[config.mk]
export PLATFORM = sky130hd
export DESIGN_NAME = fft16_stage_sequencer
export DESIGN_NICKNAME = d
export VERILOG_FILES = /design/src/rtl/fft16_pkg.sv /design/src/rtl/fft16_addr_gen.sv /design/src/rtl/fft16_stage_sequencer.sv
export SDC_FILE = /design/constraint.sdc
export NUM_CORES = 1
export LEC_CHECK = 0
export CORE_ASPECT_RATIO = 0.8
export CORE_MARGIN = 5
export CORE_UTILIZATION = 35
export CTS_CLUSTER_DIAMETER = 80
export CTS_CLUSTER_SIZE = 28
export DETAILED_ROUTE_END_ITERATION = 10
export PLACE_DENSITY = 0.65
export SYNTH_ARGS = -nofsm -noshare
export SYNTH_HDL_FRONTEND = slang
export SYNTH_SLANG_ARGS = --single-unit
[constraint.sdc]
create_clock -name clk -period 6.2 [get_ports clk]
set_input_delay 1.86 -clock clk [delete_from_list [all_inputs] [get_ports clk]]
set_output_delay 1.86 -clock clk [all_outputs]
set_load 0.01 [all_outputs]
[src/rtl/fft16_pkg.sv]
// Shared constants, FSM state encoding and bit-reverse helper for the 16-point FFT sequencer.
package fft16_pkg;
  localparam int N      = 16;
  localparam int LOG2N  = 4;
  localparam int ADDR_W = 4;
  localparam int TW_W   = 3;

  typedef enum logic [2:0] {
    S_IDLE,
    S_BITREV,
    S_ISSUE,
    S_DRAIN,
    S_DONE
  } seq_state_t;

  function automatic logic [ADDR_W-1:0] bitrev4(input logic [ADDR_W-1:0] i);
    return {i[0], i[1], i[2], i[3]};
  endfunction
endpackage

[src/rtl/fft16_addr_gen.sv]
// Radix-2 DIT butterfly address/twiddle generator: (stage, k) -> operand pair and W16 index.
module fft16_addr_gen
  import fft16_pkg::*;
(
  input  logic [1:0]        stage_i,
  input  logic [2:0]        k_i,
  output logic [ADDR_W-1:0] addr_a_o,
  output logic [ADDR_W-1:0] addr_b_o,
  output logic [TW_W-1:0]   tw_idx_o
);
  // A zero is inserted at bit position 'stage' of k to form the top address.
  always_comb begin
    addr_a_o = '0;
    tw_idx_o = '0;
    case (stage_i)
      2'd0: begin addr_a_o = {k_i, 1'b0};                  tw_idx_o = '0;                end
      2'd1: begin addr_a_o = {k_i[2:1], 1'b0, k_i[0]};     tw_idx_o = {k_i[0], 2'b00};   end
      2'd2: begin addr_a_o = {k_i[2], 1'b0, k_i[1:0]};     tw_idx_o = {k_i[1:0], 1'b0};  end
      default: begin addr_a_o = {1'b0, k_i};               tw_idx_o = k_i;               end
    endcase
  end

  assign addr_b_o = addr_a_o | (4'd1 << stage_i);
endmodule

[src/rtl/fft16_stage_sequencer.sv]
// Stage/butterfly sequencer for the iterative 16-point FFT/IFFT datapath.
// Optional FFT_SEQ_BITREV_EN adds a 16-cycle bit-reverse reorder pass before stage 0.
module fft16_stage_sequencer
  import fft16_pkg::*;
#(
  parameter int BF_LAT = 2
) (
  input  logic              clk,
  input  logic              rst,
  input  logic              start,
  input  logic              mode,
  input  logic              abort,
  output logic              busy,
  output logic              bf_valid,
  output logic [ADDR_W-1:0] bf_addr_a,
  output logic [ADDR_W-1:0] bf_addr_b,
  output logic [TW_W-1:0]   bf_tw_idx,
  output logic              bf_conj,
  output logic [1:0]        stage,
  output logic              wb_valid,
  output logic [ADDR_W-1:0] wb_addr_a,
  output logic [ADDR_W-1:0] wb_addr_b,
  output logic              done
);
  localparam logic [3:0] DRAIN_LAST = 4'(BF_LAT - 1);

  seq_state_t state_q, state_d;
  logic [3:0] cnt_q, cnt_d;
  logic [1:0] stage_q, stage_d;
  logic       conj_q, conj_d;
  logic       flush;

  logic [ADDR_W-1:0] ga, gb;
  logic [TW_W-1:0]   gtw;

  fft16_addr_gen u_addr (
    .stage_i  (stage_q),
    .k_i      (cnt_q[2:0]),
    .addr_a_o (ga),
    .addr_b_o (gb),
    .tw_idx_o (gtw)
  );

  assign flush = abort && (state_q != S_IDLE);

  always_ff @(posedge clk or posedge rst) begin
    if (rst) begin
      state_q <= S_IDLE;
      cnt_q   <= '0;
      stage_q <= '0;
      conj_q  <= 1'b0;
    end else begin
      state_q <= state_d;
      cnt_q   <= cnt_d;
      stage_q <= stage_d;
      conj_q  <= conj_d;
    end
  end

  always_comb begin
    state_d = state_q;
    cnt_d   = cnt_q;
    stage_d = stage_q;
    conj_d  = conj_q;
    if (flush) begin
      state_d = S_IDLE;
      cnt_d   = '0;
      stage_d = '0;
    end else begin
      case (state_q)
        S_IDLE: if (start && !abort) begin
          conj_d  = mode;
          cnt_d   = '0;
          stage_d = '0;
`ifdef FFT_SEQ_BITREV_EN
          state_d = S_BITREV;
`else
          state_d = S_ISSUE;
`endif
        end
        S_BITREV: begin
          cnt_d = cnt_q + 4'd1;
          if (cnt_q == 4'd15) begin
            cnt_d   = '0;
            state_d = S_ISSUE;
          end
        end
        S_ISSUE: begin
          cnt_d = cnt_q + 4'd1;
          if (cnt_q == 4'd7) begin
            cnt_d   = '0;
            state_d = S_DRAIN;
          end
        end
        // Drain lets every in-flight write land before the next stage reads.
        S_DRAIN: begin
          cnt_d = cnt_q + 4'd1;
          if (cnt_q == DRAIN_LAST) begin
            cnt_d = '0;
            if (stage_q == 2'd3) begin
              state_d = S_DONE;
            end else begin
              stage_d = stage_q + 2'd1;
              state_d = S_ISSUE;
            end
          end
        end
        S_DONE: begin
          state_d = S_IDLE;
          stage_d = '0;
        end
        default: state_d = S_IDLE;
      endcase
    end
  end

  assign bf_valid  = (state_q == S_ISSUE);
  assign bf_addr_a = bf_valid ? ga  : '0;
  assign bf_addr_b = bf_valid ? gb  : '0;
  assign bf_tw_idx = bf_valid ? gtw : '0;
  assign bf_conj   = conj_q;
  assign stage     = stage_q;
  assign busy      = (state_q == S_ISSUE) || (state_q == S_DRAIN) || (state_q == S_BITREV);
  assign done      = (state_q == S_DONE);

  // Write-back delay line: slot BF_LAT holds the issue from BF_LAT cycles ago.
  logic [BF_LAT:1]             vld_pipe_q;
  logic [BF_LAT:1][ADDR_W-1:0] a_pipe_q, b_pipe_q;
  logic [BF_LAT:0]             vld_ext;
  logic [BF_LAT:0][ADDR_W-1:0] a_ext, b_ext;

  assign vld_ext = {vld_pipe_q, bf_valid};
  assign a_ext   = {a_pipe_q, bf_addr_a};
  assign b_ext   = {b_pipe_q, bf_addr_b};

  always_ff @(posedge clk or posedge rst) begin
    if (rst) begin
      vld_pipe_q <= '0;
      a_pipe_q   <= '0;
      b_pipe_q   <= '0;
    end else if (flush) begin
      vld_pipe_q <= '0;
      a_pipe_q   <= '0;
      b_pipe_q   <= '0;
    end else begin
      vld_pipe_q <= vld_ext[BF_LAT-1:0];
      a_pipe_q   <= a_ext[BF_LAT-1:0];
      b_pipe_q   <= b_ext[BF_LAT-1:0];
    end
  end

  always_comb begin
    wb_valid  = vld_pipe_q[BF_LAT];
    wb_addr_a = a_pipe_q[BF_LAT];
    wb_addr_b = b_pipe_q[BF_LAT];
`ifdef FFT_SEQ_BITREV_EN
    if (state_q == S_BITREV) begin
      wb_valid  = 1'b1;
      wb_addr_a = cnt_q;
      wb_addr_b = bitrev4(cnt_q);
    end
`endif
  end
endmodule

**Word level (Yosys, flattened, before mapping)**

Index checks and enable logic that the tools add are counted.

- Add/subtract/negate cells: 2
- Equality and inequality tests: 15
- Shift-type cells: 1
- Mux-type cells: 26
- Bitwise operators: 2
- Reduce and logical (&&, ||, !) cells: 14

Operators by type and width:

| kind | count |
|---|---|
| 2-to-1 mux 4 bit | 7 |
| 2-to-1 mux 3 bit | 7 |
| 2-to-1 mux 8 bit | 2 |
| case mux 4 bit (4 select lines) | 1 |
| inequality test 3 bit, second input constant | 4 |
| case mux 3 bit (4 select lines) | 1 |
| case mux 4 bit (3 select lines) | 1 |
| 2-to-1 mux 2 bit | 5 |
| case mux 3 bit (3 select lines) | 1 |
| AND reduction 4 bit | 2 |
| == test 3 x 2 -> 1 bit, second input constant | 2 |
| case mux 2 bit (3 select lines) | 1 |
| nonzero test 5 bit | 1 |
| adder 4 x 1 -> 4 bit, second input constant | 1 |
| == test 2 bit, second input constant | 2 |
| == test 4 x 1 -> 1 bit, second input constant | 1 |
| == test 4 x 3 -> 1 bit, second input constant | 1 |
| == test 4 bit, second input constant | 1 |
| OR 4 bit | 1 |
| nonzero test 4 bit | 1 |
| left shift 1 x 2 -> 4 bit, first input constant | 1 |
| == test 3 x 1 -> 1 bit, second input constant | 1 |
| == test 3 bit, second input constant | 1 |
| zero test 3 bit | 1 |
| 11 further kinds | 13 |

- Bits in registers: 28
- Output and inout port bits: 26
- Logic and storage cells: 69

**Depth between registers and ports, before layout**

- Depth after elaboration: 5
- Mapped depth: 6
- Depth with buffers taken out: 6

**Modules after synthesis**

A second synthesis with hierarchy kept.

- Cells, all modules: 158
- Area total of the unflattened synthesis: 1590.3 um^2

Modules (own cells, without submodules):

| module | instances | cells an instance | area each (um^2) |
|---|---|---|---|
| fft16_stage_sequencer | 1 | 134 | 1418.9 |
| fft16_addr_gen | 1 | 24 | 171.4 |

**Worst setup path before layout**

No wires, ideal clock.

- Path type: register to output
- Start: register stage_q[0], in the netlist stage[0]
- End: output port bf_addr_b[3]
- Data arrival time: 1.546 ns
- Data required time: 4.340 ns
- Slack: 2.794 ns
- Cell stages (with the launch flop): 6
- Buffers on the path: 1
- Cell sequence: dfrtp_1 > inv_1 > ha_1 > o311ai_0 > a21oi_1 > buf_4

RTL lines:

| what | line | RTL |
|---|---|---|
| start: declaration | fft16_stage_sequencer.sv:29 | `logic [1:0] stage_q, stage_d;` |
| start signal: assignment | fft16_stage_sequencer.sv:55 | `stage_q <= stage_d;` |
| end: declaration | fft16_stage_sequencer.sv:16 | `output logic [ADDR_W-1:0] bf_addr_b,` |

**Worst setup path in the final report**

- Start: register stage_q[0], in the netlist stage[0]
- End: output port bf_addr_b[3]

- Word-level cells in the longest chain between the ends: 4
- Elaborated cells between the ends (all ways): 7
- Classes of those cells: eq/ne: 2; shift: 1; mux: 2; bitwise: 1; reduce/logical: 1

Ends and longest elaborated chain:

| what | line | RTL |
|---|---|---|
| == test 2 bit (tied with other cells) | fft16_addr_gen.sv:15 | `case (stage_i)` |
| case mux 4 bit (3 select lines) | fft16_addr_gen.sv:15 |  |
| OR 4 bit (*) | fft16_addr_gen.sv:23 | `assign addr_b_o = addr_a_o \| (4'd1 << stage_i);` |
| 2-to-1 mux 4 bit (*) | fft16_stage_sequencer.sv:119 | `assign bf_addr_b = bf_valid ? gb : '0;` |

Mark *: on every way between the ends. The rest lies on a longest branch, timed or not.

==> impl_metrics.xml <==
<?xml version="1.0" encoding="UTF-8"?>
<metrics>
  <group name="cells_and_area">
    <metric name="final_util" unit="">0.422</metric>
    <metric name="drive_gt1_frac" unit="">0.119</metric>
    <metric name="fillerInstances" unit="">437</metric>
    <metric name="areaGrowthSynthToFinish" unit="%">17.3</metric>
    <metric name="post_layout_nonfiller_instances" unit="">237</metric>
    <metric name="stdcell_area" unit="sq um">1920</metric>
    <metric name="most-common-layout-cells" unit="">sky130_fd_sc_hd__clkdlybuf4s50_1 (30), sky130_fd_sc_hd__dfrtp_1 (28), sky130_fd_sc_hd__nor2_1 (15)</metric>
    <metric name="layout.cells.most_common" unit="">sky130_fd_sc_hd__clkdlybuf4s50_1</metric>
    <metric name="fin_nets" unit="">190</metric>
    <metric name="antenna-diode-count" unit="">0</metric>
  </group>
  <group name="worst_setup_path">
    <metric name="crit_path_to" unit="">bf_addr_b[3]</metric>
    <metric name="launch_point_of_the_worst_path" unit="">stage[0]</metric>
    <metric name="worst-r2r-cell-count" unit="">5</metric>
    <metric name="crit_cells" unit="">5</metric>
    <metric name="setup_slack_of_the_worst_register_to_register_path" unit="ns">4.36</metric>
    <metric name="endpoint_kind" unit="">output port</metric>
    <metric name="critical-path-slowest-cell" unit="">sky130_fd_sc_hd__o311ai_0</metric>
    <metric name="worst_ep_required_time" unit="ns">4.34</metric>
    <metric name="worstReg2RegEnd" unit="">b_ext[7]</metric>
    <metric name="cp_max_fo" unit="">5</metric>
    <metric name="reg2reg_from" unit="">stage[0]</metric>
    <metric name="path_delay_family" unit="">compound AO/OA/AOI/OAI gates</metric>
    <metric name="delay_of_the_slowest_cell_on_the_worst_path" unit="ns">0.53</metric>
    <metric name="crit_path_start_kind" unit="">flop</metric>
    <metric name="critical_path_buf_inv_count" unit="">2</metric>
    <metric name="arrival" unit="ns">2.34</metric>
    <metric name="crit_chain" unit="">inv_1 -&gt; ha_1 -&gt; o311ai_0 -&gt; a21oi_1 -&gt; clkdlybuf4s50_1</metric>
    <metric name="worstSetupPathType" unit="">flop to output port</metric>
  </group>
  <group name="global_routing">
    <metric name="grtUsageTotal" unit="">0.106</metric>
    <metric name="wire_length_of_the_first_global_routing_pass" unit="mm">5.20</metric>
    <metric name="overflow" unit="">0</metric>
    <metric name="global_route.peak_usage_layer" unit="">met2</metric>
    <metric name="antenna_found_initial" unit="">0</metric>
    <metric name="gr-usage-met2" unit="">0.177</metric>
    <metric name="maximum_number_of_pins_on_one_net_before_global_route_repair" unit="">29</metric>
    <metric name="grt_pass1_vias" unit="">1078</metric>
    <metric name="met1_track_usage_gr" unit="">0.132</metric>
    <metric name="met3_usage" unit="">0.0361</metric>
  </group>
  <group name="die">
    <metric name="start_util" unit="">0.360</metric>
    <metric name="die-area" unit="sq um">6140</metric>
    <metric name="die_y" unit="microns">71.1</metric>
    <metric name="die_x" unit="microns">86.4</metric>
    <metric name="placementRows" unit="">22</metric>
    <metric name="standard_cell_core_area" unit="sq um">4540</metric>
    <metric name="ios" unit="">31</metric>
  </group>
  <group name="timing">
    <metric name="final.period_utilization" unit="">0.677</metric>
    <metric name="timing.slew.headroom" unit="">0.291</metric>
    <metric name="hold_slack" unit="ns">0.452</metric>
    <metric name="timing.final.crit_period" unit="ns">4.20</metric>
    <metric name="fin_tns_setup" unit="ns">0</metric>
    <metric name="final-setup-viol-count" unit="">0</metric>
    <metric name="fmax" unit="MHz">238</metric>
    <metric name="report.final.hold_viol_count" unit="">0</metric>
    <metric name="worst_pin_slew" unit="ns">1.06</metric>
    <metric name="timing.clock.skew" unit="ns">0.00928</metric>
    <metric name="grt_setup_unrepaired" unit="">false</metric>
    <metric name="final.setup.worst_slack" unit="ns">2.00</metric>
    <metric name="timing_max_transition_violations_final" unit="">0</metric>
  </group>
  <group name="placement">
    <metric name="detailed_place_hpwl" unit="mm">2.33</metric>
    <metric name="dp_worst_setup_slack" unit="ns">2.30</metric>
    <metric name="finalWeightedCongestion" unit="">0.807</metric>
    <metric name="placed_cells_incl_taps" unit="">233</metric>
    <metric name="dpl_cell_area" unit="sq um">1850</metric>
    <metric name="place.port_buffers" unit="">30</metric>
  </group>
  <group name="synthesis">
    <metric name="edff_count_synth" unit="">0</metric>
    <metric name="synth.cell_area" unit="sq um">1630</metric>
    <metric name="syn_nets" unit="">177</metric>
    <metric name="yosysTopAreaCellShare" unit="">0.429</metric>
    <metric name="yosysWarnings" unit="">0</metric>
    <metric name="synthesized_netlist_cell_count" unit="">165</metric>
    <metric name="synth_top_cell_by_area" unit="">sky130_fd_sc_hd__dfrtp_1</metric>
    <metric name="async_flop_share" unit="">1.00</metric>
    <metric name="postSynth.topFlopCell" unit="">sky130_fd_sc_hd__dfrtp_1</metric>
    <metric name="synth_sequential_area_ratio" unit="">0.429</metric>
    <metric name="synth.distinct_cells" unit="">49</metric>
    <metric name="synth.area.top_cells" unit="">sky130_fd_sc_hd__dfrtp_1 (43%), sky130_fd_sc_hd__buf_4 (7.8%), sky130_fd_sc_hd__and2_1 (5.4%), sky130_fd_sc_hd__ha_1 (5.4%), sky130_fd_sc_hd__nor2_1 (3.4%)</metric>
    <metric name="synthesis.area_per_instance" unit="sq um">9.90</metric>
    <metric name="synth.ff_latch_count" unit="">28</metric>
  </group>
  <group name="drt">
    <metric name="finalWirelength" unit="mm">3.07</metric>
    <metric name="viasPerCell" unit="">4.61</metric>
    <metric name="detail-route-antenna-nets" unit="">0</metric>
    <metric name="drc" unit="">0</metric>
    <metric name="drt_iter0_drc" unit="">84</metric>
    <metric name="avgRoutedWirePerCell" unit="microns">12.9</metric>
    <metric name="drt_first_pass_iters" unit="">4</metric>
    <metric name="via_count" unit="">1092</metric>
  </group>
  <group name="clock_tree">
    <metric name="cts.htree.levels" unit="">1</metric>
    <metric name="postCtsResizedCells" unit="">0</metric>
    <metric name="post_cts_hold_buffer_count" unit="">0</metric>
    <metric name="max-clock-path-buffers" unit="">2</metric>
    <metric name="clockRootBuffer" unit="">sky130_fd_sc_hd__clkbuf_8</metric>
    <metric name="cts.clk_slew.worst_paths" unit="ns">0.10</metric>
    <metric name="tritoncts" unit="">built</metric>
    <metric name="insertion_delay" unit="ns">0.28</metric>
    <metric name="cts.sinks" unit="">28</metric>
    <metric name="cts-buffers-inserted" unit="">3</metric>
    <metric name="cts_setup_buffers" unit="">0</metric>
  </group>
  <group name="power">
    <metric name="finalPower" unit="mW">0.710</metric>
    <metric name="p_leak" unit="nW">0.873</metric>
    <metric name="cellPowerDensity" unit="nW/um^2">370</metric>
    <metric name="power.ir.vdd_worst" unit="uV">94.5</metric>
  </group>
  <group name="run">
    <metric name="drv_cap" unit="">0</metric>
  </group>
  <group name="worst_hold_path">
    <metric name="min-delay-path-class" unit="">flop to flop</metric>
  </group>
  <group name="status">
    <metric name="outcome" unit="">complete, no violations</metric>
  </group>
</metrics>
how the worst min path moves through the flow:
| stage | cells after the start | to | slack, ns | start |
|---|---|---|---|---|
| floorplan | 1 | vld_pipe_q[2] | 0.43 | vld_pipe_q[1] |
| global placement | 1 | wb_addr_b[3] | 0.43 | b_ext[7] |
| detailed placement | 1 | wb_addr_b[1] | 0.43 | b_ext[5] |
| CTS | 1 | vld_pipe_q[2] | 0.46 | vld_pipe_q[1] |
| global route | 1 | vld_pipe_q[2] | 0.47 | vld_pipe_q[1] |
| finish | 1 | vld_pipe_q[2] | 0.45 | vld_pipe_q[1] |
worst register-to-register path: stages, from the launching register on:
cell,delay [ns]
sky130_fd_sc_hd__dfrtp_1,0.44
sky130_fd_sc_hd__inv_1,0.12
sky130_fd_sc_hd__ha_1,0.27
sky130_fd_sc_hd__o311ai_0,0.53
sky130_fd_sc_hd__a21oi_1,0.19
sky130_fd_sc_hd__and2_1,0.19
synth_stat cells (3+ instances only):
| cell type | instances |
|---|---|
| sky130_fd_sc_hd__inv_1 | 12 |
| sky130_fd_sc_hd__ha_1 | 7 |
| sky130_fd_sc_hd__nor2_1 | 15 |
| sky130_fd_sc_hd__and3_1 | 3 |
| sky130_fd_sc_hd__nand3_1 | 3 |
| sky130_fd_sc_hd__nand2_1 | 13 |
| sky130_fd_sc_hd__o21ai_0 | 4 |
| sky130_fd_sc_hd__buf_4 | 17 |
| sky130_fd_sc_hd__a21oi_2 | 3 |
| sky130_fd_sc_hd__a21oi_1 | 3 |
| sky130_fd_sc_hd__and2_1 | 14 |
| sky130_fd_sc_hd__dfrtp_1 | 28 |
area by class of cell:
type | instances | area [sq um] | share of cell area
flip-flops and latches | 28 | 701 | 0.366
repair buffers | 30 | 300 | 0.157
clock inverters | 1 | 30.0 | 0.0157
clock buffers | 3 | 41.3 | 0.0215
well taps | 60 | 75.1 | 0.0392
multi-input cells | 102 | 721 | 0.376
inverters | 13 | 48.8 | 0.0255
routing by layer:
metal | vias up | wire, microns
li1 | 560 | -
met1 | 509 | 1440
met2 | 18 | 1430
met3 | 5 | 171
met4 | 0 | 24
met5 | - | 0
flip-flops by register name (all words and copies together) (netlist names):
register and flops:
a_ext 4, vld_pipe_q 2, state_q 3, cnt_q 4
wb_addr_a 4, wb_addr_b 4, stage 2, b_ext 4
bf_conj 1
kinds of logic after synthesis:
kind of cell             Yosys count  synth area share
buffers and inverters             35             0.130
flip-flops                        28             0.429
adder cells (fa/ha/maj)            7            0.0536
multiplexers                       2            0.0130
AO/OA/AOI/OAI                     29             0.136
XOR/XNOR                           1           0.00536
AND/OR/NAND/NOR                   63             0.233
report_power, final:
group          internal, mW  total [mW]  switching, mW
Sequential            0.221       0.260         0.0390
Combinational         0.145       0.303          0.158
Clock                0.0866       0.147         0.0602
Power figures use the tool's default switching activity.
